===== src/rtl/steering_pkg.sv =====
// Shared constants for the multi-channel steering PWM block: register map,
// identification word, parameter defaults and the byte-lane write merge.
package steering_pkg;

    localparam logic [3:0] ADDR_ID       = 4'd0;
    localparam logic [3:0] ADDR_ENABLE   = 4'd1;
    localparam logic [3:0] ADDR_PRESCALE = 4'd2;
    localparam logic [3:0] ADDR_PERIOD   = 4'd3;
    localparam logic [3:0] ADDR_STEP     = 4'd4;
    localparam logic [3:0] ADDR_STATUS   = 4'd5;
    localparam logic [3:0] ADDR_TARGET0  = 4'd8;

    localparam logic [31:0] ID_VALUE = 32'hEA680004;

    localparam int NUM_CH_DEF       = 4;
    localparam int CNT_W_DEF        = 16;
    localparam int PRESCALE_RST_DEF = 49;
    localparam int PERIOD_RST_DEF   = 19999;
    localparam int WIDTH_RST_DEF    = 1500;

    // Replace only the byte lanes selected by be; other lanes keep old_val.
    function automatic logic [31:0] be_merge(input logic [31:0] old_val,
                                             input logic [31:0] wr_val,
                                             input logic [3:0]  be);
        logic [31:0] res;
        for (int b = 0; b < 4; b++) begin
            res[8*b +: 8] = be[b] ? wr_val[8*b +: 8] : old_val[8*b +: 8];
        end
        return res;
    endfunction

endpackage


===== src/rtl/steering_pwm_multi_channel.sv =====
// One servo channel: per-frame slew of the current width toward its target,
// and the registered width compare that forms the pulse.
module steering_channel
    import steering_pkg::*;
#(
    parameter int CNT_W     = CNT_W_DEF,
    parameter int WIDTH_RST = WIDTH_RST_DEF
) (
    input  logic             clk,
    input  logic             rst,
    input  logic             boundary,
    input  logic             en_act,
    input  logic [CNT_W-1:0] step,
    input  logic [CNT_W-1:0] target,
    input  logic [CNT_W-1:0] frame_cnt,
    output logic             pwm,
    output logic             settled
);

    logic [CNT_W-1:0] cur_q, cur_d;
    logic [CNT_W-1:0] diff;
    logic [CNT_W-1:0] delta;
    logic             pwm_q, pwm_d;

    // Slew cur toward target once per frame; a disabled channel just follows target.
    always_comb begin
        cur_d = cur_q;
        diff  = (target >= cur_q) ? (target - cur_q) : (cur_q - target);
        delta = ((step == '0) || (step > diff)) ? diff : step;
        if (!en_act) begin
            cur_d = target;
        end else if (boundary) begin
            cur_d = (target >= cur_q) ? (cur_q + delta) : (cur_q - delta);
        end
        pwm_d = en_act && (frame_cnt < cur_q);
    end

    // Channel state registers.
    always_ff @(posedge clk) begin
        if (rst) begin
            cur_q <= CNT_W'(WIDTH_RST);
            pwm_q <= 1'b0;
        end else begin
            cur_q <= cur_d;
            pwm_q <= pwm_d;
        end
    end

    assign pwm     = pwm_q;
    assign settled = (cur_q == target);

endmodule


===== src/rtl/steering_pwm_multi.sv =====
// Multi-channel servo PWM generator on an Avalon-MM slave: bus registers,
// shared prescaler / frame counter, and frame-boundary shadow copies.
module steering_pwm_multi
    import steering_pkg::*;
#(
    parameter int NUM_CH       = NUM_CH_DEF,
    parameter int CNT_W        = CNT_W_DEF,
    parameter int PRESCALE_RST = PRESCALE_RST_DEF,
    parameter int PERIOD_RST   = PERIOD_RST_DEF,
    parameter int WIDTH_RST    = WIDTH_RST_DEF
) (
    input  logic              csi_MCLK_clk,
    input  logic              rsi_MRST_reset,
    input  logic [3:0]        avs_ctrl_address,
    input  logic              avs_ctrl_write,
    input  logic              avs_ctrl_read,
    input  logic [31:0]       avs_ctrl_writedata,
    input  logic [3:0]        avs_ctrl_byteenable,
    output logic [31:0]       avs_ctrl_readdata,
    output logic              avs_ctrl_waitrequest,
    output logic [NUM_CH-1:0] pwm_out
);

    logic [NUM_CH-1:0] enable_q, enable_d;
    logic [CNT_W-1:0]  prescale_q, prescale_d;
    logic [CNT_W-1:0]  period_q, period_d;
    logic [CNT_W-1:0]  step_q, step_d;
    logic [CNT_W-1:0]  target_q [NUM_CH];
    logic [CNT_W-1:0]  target_d [NUM_CH];
    logic [31:0]       readdata_q, readdata_d;

    logic [NUM_CH-1:0] en_act_q, en_act_d;
    logic [CNT_W-1:0]  prescale_act_q, prescale_act_d;
    logic [CNT_W-1:0]  period_act_q, period_act_d;
    logic [CNT_W-1:0]  pre_cnt_q, pre_cnt_d;
    logic [CNT_W-1:0]  frame_cnt_q, frame_cnt_d;
    logic [15:0]       frame_num_q, frame_num_d;

    logic [NUM_CH-1:0] settled;
    logic [31:0]       rd_val;
    logic [31:0]       wr_merged;
    logic              tick;
    logic              boundary;
    logic              unused_wr;

    // Read mux over the register map; unmapped words and absent channels read 0.
    always_comb begin
        rd_val = '0;
        case (avs_ctrl_address)
            ADDR_ID:       rd_val = ID_VALUE;
            ADDR_ENABLE:   rd_val = 32'(enable_q);
            ADDR_PRESCALE: rd_val = 32'(prescale_q);
            ADDR_PERIOD:   rd_val = 32'(period_q);
            ADDR_STEP:     rd_val = 32'(step_q);
            ADDR_STATUS:   rd_val = {frame_num_q, 16'(settled)};
            default:       rd_val = '0;
        endcase
        for (int ch = 0; ch < NUM_CH; ch++) begin
            if (avs_ctrl_address == 4'(ADDR_TARGET0 + ch)) begin
                rd_val = 32'(target_q[ch]);
            end
        end
    end

    // Byte-lane writes merge into the addressed register; a write suppresses a same-cycle read.
    always_comb begin
        enable_d   = enable_q;
        prescale_d = prescale_q;
        period_d   = period_q;
        step_d     = step_q;
        target_d   = target_q;
        readdata_d = readdata_q;
        wr_merged  = be_merge(rd_val, avs_ctrl_writedata, avs_ctrl_byteenable);
        if (avs_ctrl_write) begin
            case (avs_ctrl_address)
                ADDR_ENABLE:   enable_d   = wr_merged[NUM_CH-1:0];
                ADDR_PRESCALE: prescale_d = wr_merged[CNT_W-1:0];
                ADDR_PERIOD:   period_d   = wr_merged[CNT_W-1:0];
                ADDR_STEP:     step_d     = wr_merged[CNT_W-1:0];
                default:       ;
            endcase
            for (int ch = 0; ch < NUM_CH; ch++) begin
                if (avs_ctrl_address == 4'(ADDR_TARGET0 + ch)) begin
                    target_d[ch] = wr_merged[CNT_W-1:0];
                end
            end
        end else if (avs_ctrl_read) begin
            readdata_d = rd_val;
        end
    end

    assign unused_wr = ^wr_merged;

    // Timebase: prescaler tick, frame counter, and shadow reload at the frame boundary.
    always_comb begin
        tick           = (pre_cnt_q == prescale_act_q);
        boundary       = tick && (frame_cnt_q == period_act_q);
        pre_cnt_d      = tick ? '0 : (pre_cnt_q + 1'b1);
        frame_cnt_d    = frame_cnt_q;
        prescale_act_d = prescale_act_q;
        period_act_d   = period_act_q;
        en_act_d       = en_act_q;
        frame_num_d    = frame_num_q;
        if (tick) begin
            frame_cnt_d = boundary ? '0 : (frame_cnt_q + 1'b1);
        end
        if (boundary) begin
            prescale_act_d = prescale_q;
            period_act_d   = period_q;
            en_act_d       = enable_q;
            frame_num_d    = frame_num_q + 16'd1;
        end
    end

    // All top-level state, returned to power-on values by the synchronous reset.
    always_ff @(posedge csi_MCLK_clk) begin
        if (rsi_MRST_reset) begin
            enable_q       <= '0;
            prescale_q     <= CNT_W'(PRESCALE_RST);
            period_q       <= CNT_W'(PERIOD_RST);
            step_q         <= '0;
            for (int ch = 0; ch < NUM_CH; ch++) target_q[ch] <= CNT_W'(WIDTH_RST);
            readdata_q     <= '0;
            en_act_q       <= '0;
            prescale_act_q <= CNT_W'(PRESCALE_RST);
            period_act_q   <= CNT_W'(PERIOD_RST);
            pre_cnt_q      <= '0;
            frame_cnt_q    <= '0;
            frame_num_q    <= '0;
        end else begin
            enable_q       <= enable_d;
            prescale_q     <= prescale_d;
            period_q       <= period_d;
            step_q         <= step_d;
            target_q       <= target_d;
            readdata_q     <= readdata_d;
            en_act_q       <= en_act_d;
            prescale_act_q <= prescale_act_d;
            period_act_q   <= period_act_d;
            pre_cnt_q      <= pre_cnt_d;
            frame_cnt_q    <= frame_cnt_d;
            frame_num_q    <= frame_num_d;
        end
    end

    for (genvar g = 0; g < NUM_CH; g++) begin : g_ch
        steering_channel #(
            .CNT_W     (CNT_W),
            .WIDTH_RST (WIDTH_RST)
        ) u_ch (
            .clk       (csi_MCLK_clk),
            .rst       (rsi_MRST_reset),
            .boundary  (boundary),
            .en_act    (en_act_q[g]),
            .step      (step_q),
            .target    (target_q[g]),
            .frame_cnt (frame_cnt_q),
            .pwm       (pwm_out[g]),
            .settled   (settled[g])
        );
    end

    assign avs_ctrl_readdata    = readdata_q;
    assign avs_ctrl_waitrequest = 1'b0;

endmodule


===== config.mk =====
export PLATFORM = sky130hd
export DESIGN_NAME = steering_pwm_multi
export DESIGN_NICKNAME = d
export VERILOG_FILES = /design/src/rtl/steering_pkg.sv /design/src/rtl/steering_pwm_multi_channel.sv /design/src/rtl/steering_pwm_multi.sv
export SDC_FILE = /design/constraint.sdc
export NUM_CORES = 1
export LEC_CHECK = 0
export CAP_MARGIN = 20
export CORE_MARGIN = 5
export CORE_UTILIZATION = 50
export DETAILED_ROUTE_END_ITERATION = 7
export PLACE_DENSITY = 0.71
export SETUP_SLACK_MARGIN = 0.5
export SLEW_MARGIN = 20
export SYNTH_ARGS = -nofsm -noshare
export SYNTH_HDL_FRONTEND = slang
export SYNTH_SLANG_ARGS = --single-unit
export TNS_END_PERCENT = 100

===== constraint.sdc =====
create_clock -name csi_MCLK_clk -period 9.1 [get_ports csi_MCLK_clk]
set_clock_uncertainty 0.1 [all_clocks]
set_input_delay 2.275 -clock csi_MCLK_clk [delete_from_list [all_inputs] [get_ports csi_MCLK_clk]]
set_output_delay 2.275 -clock csi_MCLK_clk [all_outputs]
set_load 0.02 [all_outputs]

==> summary.md <==
| Metric | Value |
|---|---|
| Status | `finished, final reports clean` |
| VDD IR max | `0.188 mV` |
| Antenna viol nets, final | `0` |
| R2R setup slack | `820 ps` |
| Setup Viol. Count Final | `0` |
| TritonCTS clock tree | `done` |
| WHS Path Cells | `2` |
| Dpl hpwl | `72600 um` |
| Hold crit path type | `register to register` |
| Yosys reg bits | `300` |
| First-pass GRT wire length | `147000 um` |
| Fin crit share | `90.9%` |
| CP Capture Type | `register` |
| Remaining Overflow, GRT | `0` |
| Clock transition at path regs | `70 ps` |
| Max FO, Critical Path | `6` |
| Post-Synth XOR/XNOR Area | `8.38%` |
| Vias in the first global route | `24700` |
| First DRT Iteration DRCs | `2626` |
| Drt drc | `0` |
| Worst hold margin | `356 ps` |
| Most frequent cells in the layout | `nand2_1 (436), nor2_1 (330), a21oi_1 (298), ha_1 (298), dfxtp_1 (290)` |
| Main synth FF type | `dfxtp_1` |
| Vias per cell | `6.25` |
| Worst Max-Slew Pin Slew | `1110 ps` |
| Number of synthesized flops with an enable pin | `0` |
| Syn_nets | `3958` |
| Crit Path Class | `register to register` |
| Die area | `59000 um2` |
| Gr usage total | `31.3%` |
| Required time worst endpoint | `9470 ps` |
| Mapped Cells | `3583` |
| Cell variety after synth | `106` |
| Post-Synth Adder-Cell Area | `15.7%` |
| Core Region | `53800 um2` |
| Fin Setup TNS | `0 ps` |
| Area growth syn-to-layout | `12.2%` |
| Tmin final | `8280 ps` |
| Power Density | `174 nW/um2` |
| Largest family of logic cells by synthesized area | `compound AO/OA/AOI/OAI gates` |
| Relative slew slack | `25.3%` |
| Unrepaired setup endpoints after global routing | `yes` |
| Commonest non-fill, non-tap cell in the layout | `nand2_1` |
| Drt first pass iters | `8` |
| Syn. warnings | `0` |
| Leak pwr | `13.8 nW` |
| Max-slew violations | `0` |
| H-tree levels | `2` |
| Netlist Area Pre-Place | `27100 um2` |
| Syn_area_per_cell | `7.56 um2` |
| Via count of the routed design | `27200` |
| CTS Buffer Depth | `3` |
| Total CTS buffers | `34` |
| Worst Hold End | `avs_ctrl_readdata[20]$_SDFFE_PP0P_` |
| CP max-delay cell | `fa_1` |
| Post-detailed-routing wire length | `98200 um` |
| Async set-reset flop share out of synthesis | `0%` |
| # port buffers | `61` |
| Max-Cap Viols | `0` |
| Die height | `243 um` |
| Final Hold Vio Count | `0` |
| Nets | `4003` |
| Fmax | `121 MHz` |
| Critical path origin | `target_q[16]$_SDFFE_PP0P_` |
| Most Frequent Cell on Critical Path | `a21o_1` |
| Sequential share of the synthesized area | `22.2%` |
| Worst R2R Start | `target_q[16]$_SDFFE_PP0P_` |
| HP Start | `avs_ctrl_readdata[20]$_SDFFE_PP0P_` |
| R2r endpoint | `g_ch[2].u_ch.cur_q[14]$_SDFFE_PP0P_` |
| Layout cells sized above 1 | `9.53%` |
| Maximum number of pins on one net before global-route repair | `100` |
| Worst EP arrival | `8650 ps` |
| Mux cell area share after synthesis | `2.54%` |
| Gpl congestion | `0.987` |
| WL per Instance | `22.6 um` |
| Clock root cell | `clkbuf_16` |
| Die width | `243 um` |
| CP startpoint kind | `register` |
| CTS Sinks | `300` |
| Clock latency on the worst-skew pair | `560 ps` |
| Initial Utilization | `50.4%` |
| Cells on worst reg2reg path | `38` |
| Simple-Gate Fraction of Synth Area | `19.7%` |
| # IOs | `81` |
| # rows | `85` |
| CP max stage delay | `410 ps` |
| ANT cells | `0` |
| Synth Area in Compound Gates | `25.9%` |
| Initial antenna violation count | `0` |
[worst max-delay path by stage]
| stage | endpoint | slack (ps) | cells past startpoint |
|---|---|---|---|
| floorplan | g_ch[1].u_ch.cur_q[14]$_SDFFE_PP0P_ | 920 | 41 |
| CTS | g_ch[0].u_ch.cur_q[14]$_SDFFE_PP0P_ | 420 | 38 |
| global placement | g_ch[0].u_ch.cur_q[14]$_SDFFE_PP0P_ | 310 | 37 |
| finish | g_ch[2].u_ch.cur_q[14]$_SDFFE_PP0P_ | 820 | 38 |
| global route | g_ch[2].u_ch.cur_q[14]$_SDFFE_PP0P_ | 370 | 38 |
| detailed placement | g_ch[0].u_ch.cur_q[14]$_SDFFE_PP0P_ | 300 | 37 |
[through the flow]
stage          instance area (um2)  worst slack [ps]  utilization [%]  power [mW]  cells
2_1_floorplan                27100               923                -        3.19   3583
3_3_place_gp                 28700               307             53.3        3.73   4256
3_5_place_dp                 28700               300             53.4        3.75   4257
4_1_cts                      29800               418             55.5        5.12   4319
5_1_grt                      30400               368             56.5        5.58   4349
6_report                     30400               824             56.5        5.28   4349
[sequential cells by signal, indices dropped and copies added, names as in the netlist]
| name | cells |
|---|---|
| pre_cnt_q | 16 |
| enable_q | 4 |
| g_ch.u_ch.pwm | 4 |
| step_q | 16 |
| en_act_q | 4 |
| prescale_q | 16 |
| period_act_q | 16 |
| avs_ctrl_readdata | 32 |
| prescale_act_q | 16 |
| frame_cnt_q | 16 |
| target_q | 64 |
| g_ch.u_ch.cur_q | 64 |
| frame_num_q | 16 |
| period_q | 16 |
[power breakdown]
part	switching [mW]	total [mW]	internal [mW]
Clock	0.619	1.37	0.754
Combinational	1.52	2.56	1.04
Sequential	0.0206	1.35	1.33
[timing repair]
item	4_1_cts	5_1_grt
gates cloned	0	1
gates resized for setup	14	87
hold endpoints to repair	0	0
hold buffers	0	0
endpoints found under the setup margin	4	18
buffers inserted	1	28
pin swaps	2	28
[routing by layer]
metal | up-vias | global-route usage (%) | routed length, um
li1 | 12900 | - | -
met1 | 12700 | 41.9 | 40500
met2 | 1324 | 47.4 | 41400
met3 | 285 | 7.26 | 10400
met4 | 0 | 15.5 | 5880
met5 | - | 0 | 0
[critical path: cells and delay by family, from the launching register on]
| kind | cells | cell delay, ps |
|---|---|---|
| buffers and inverters | 3 | 320 |
| AO/OA/AOI/OAI | 23 | 4440 |
| XOR/XNOR | 2 | 400 |
| multiplexers | 1 | 380 |
| flip-flops | 1 | 380 |
| AND/OR/NAND/NOR | 5 | 920 |
| adder cells (fa/ha/maj) | 4 | 1230 |
[area by class of cell]
class	count	area [um2]
Clock buffer	45	953
Multi-Input combinational cell	2895	20000
Sequential cell	300	6020
Inverter	187	703
Tap cell	696	871
Fill cell	5027	23400
Timing Repair Buffer	210	1730
Clock inverter	16	130
[synth_stat cells (10+ instances only)]
cell / number / area share, %
nand2_1: 438 / 6.1
nor2_1: 333 / 4.6
ha_1: 319 / 15
a21oi_1: 306 / 5.7
dfxtp_1: 300 / 22
inv_1: 183 / 2.5
clkbuf_1: 158 / 2.2
o21ai_0: 157 / 2.9
xnor2_1: 150 / 4.8
a21o_1: 144 / 4.0
nand3_1: 104 / 1.9
xor2_1: 104 / 3.4
o211ai_1: 84 / 2.3
a211oi_1: 81 / 2.2
mux2i_1: 56 / 2.1
nor3_1: 55 / 1.0
nand4_1: 47 / 1.1
a22oi_1: 40 / 1.1
and3_1: 33 / 0.76
nor2b_1: 30 / 0.69
a31oi_1: 29 / 0.67
nand2b_1: 28 / 0.65
buf_2: 25 / 0.46
and2_1: 23 / 0.53
o21a_1: 23 / 0.64
a311oi_1: 22 / 0.71
o31ai_1: 21 / 0.58
or3_1: 18 / 0.42
nor4_1: 16 / 0.37
buf_1: 12 / 0.17
fa_1: 12 / 0.89
o22ai_1: 12 / 0.28
a41oi_1: 10 / 0.32
mux2_2: 10 / 0.42
[cells by family after synthesis]
logic type,count (synthesis)
buf+inv,389
mux,67
simple gates,1178
fa+ha+maj,333
compound gates,1059
xor+xnor,256
other cells,1
flops,300
Power figures use the tool's default switching activity.
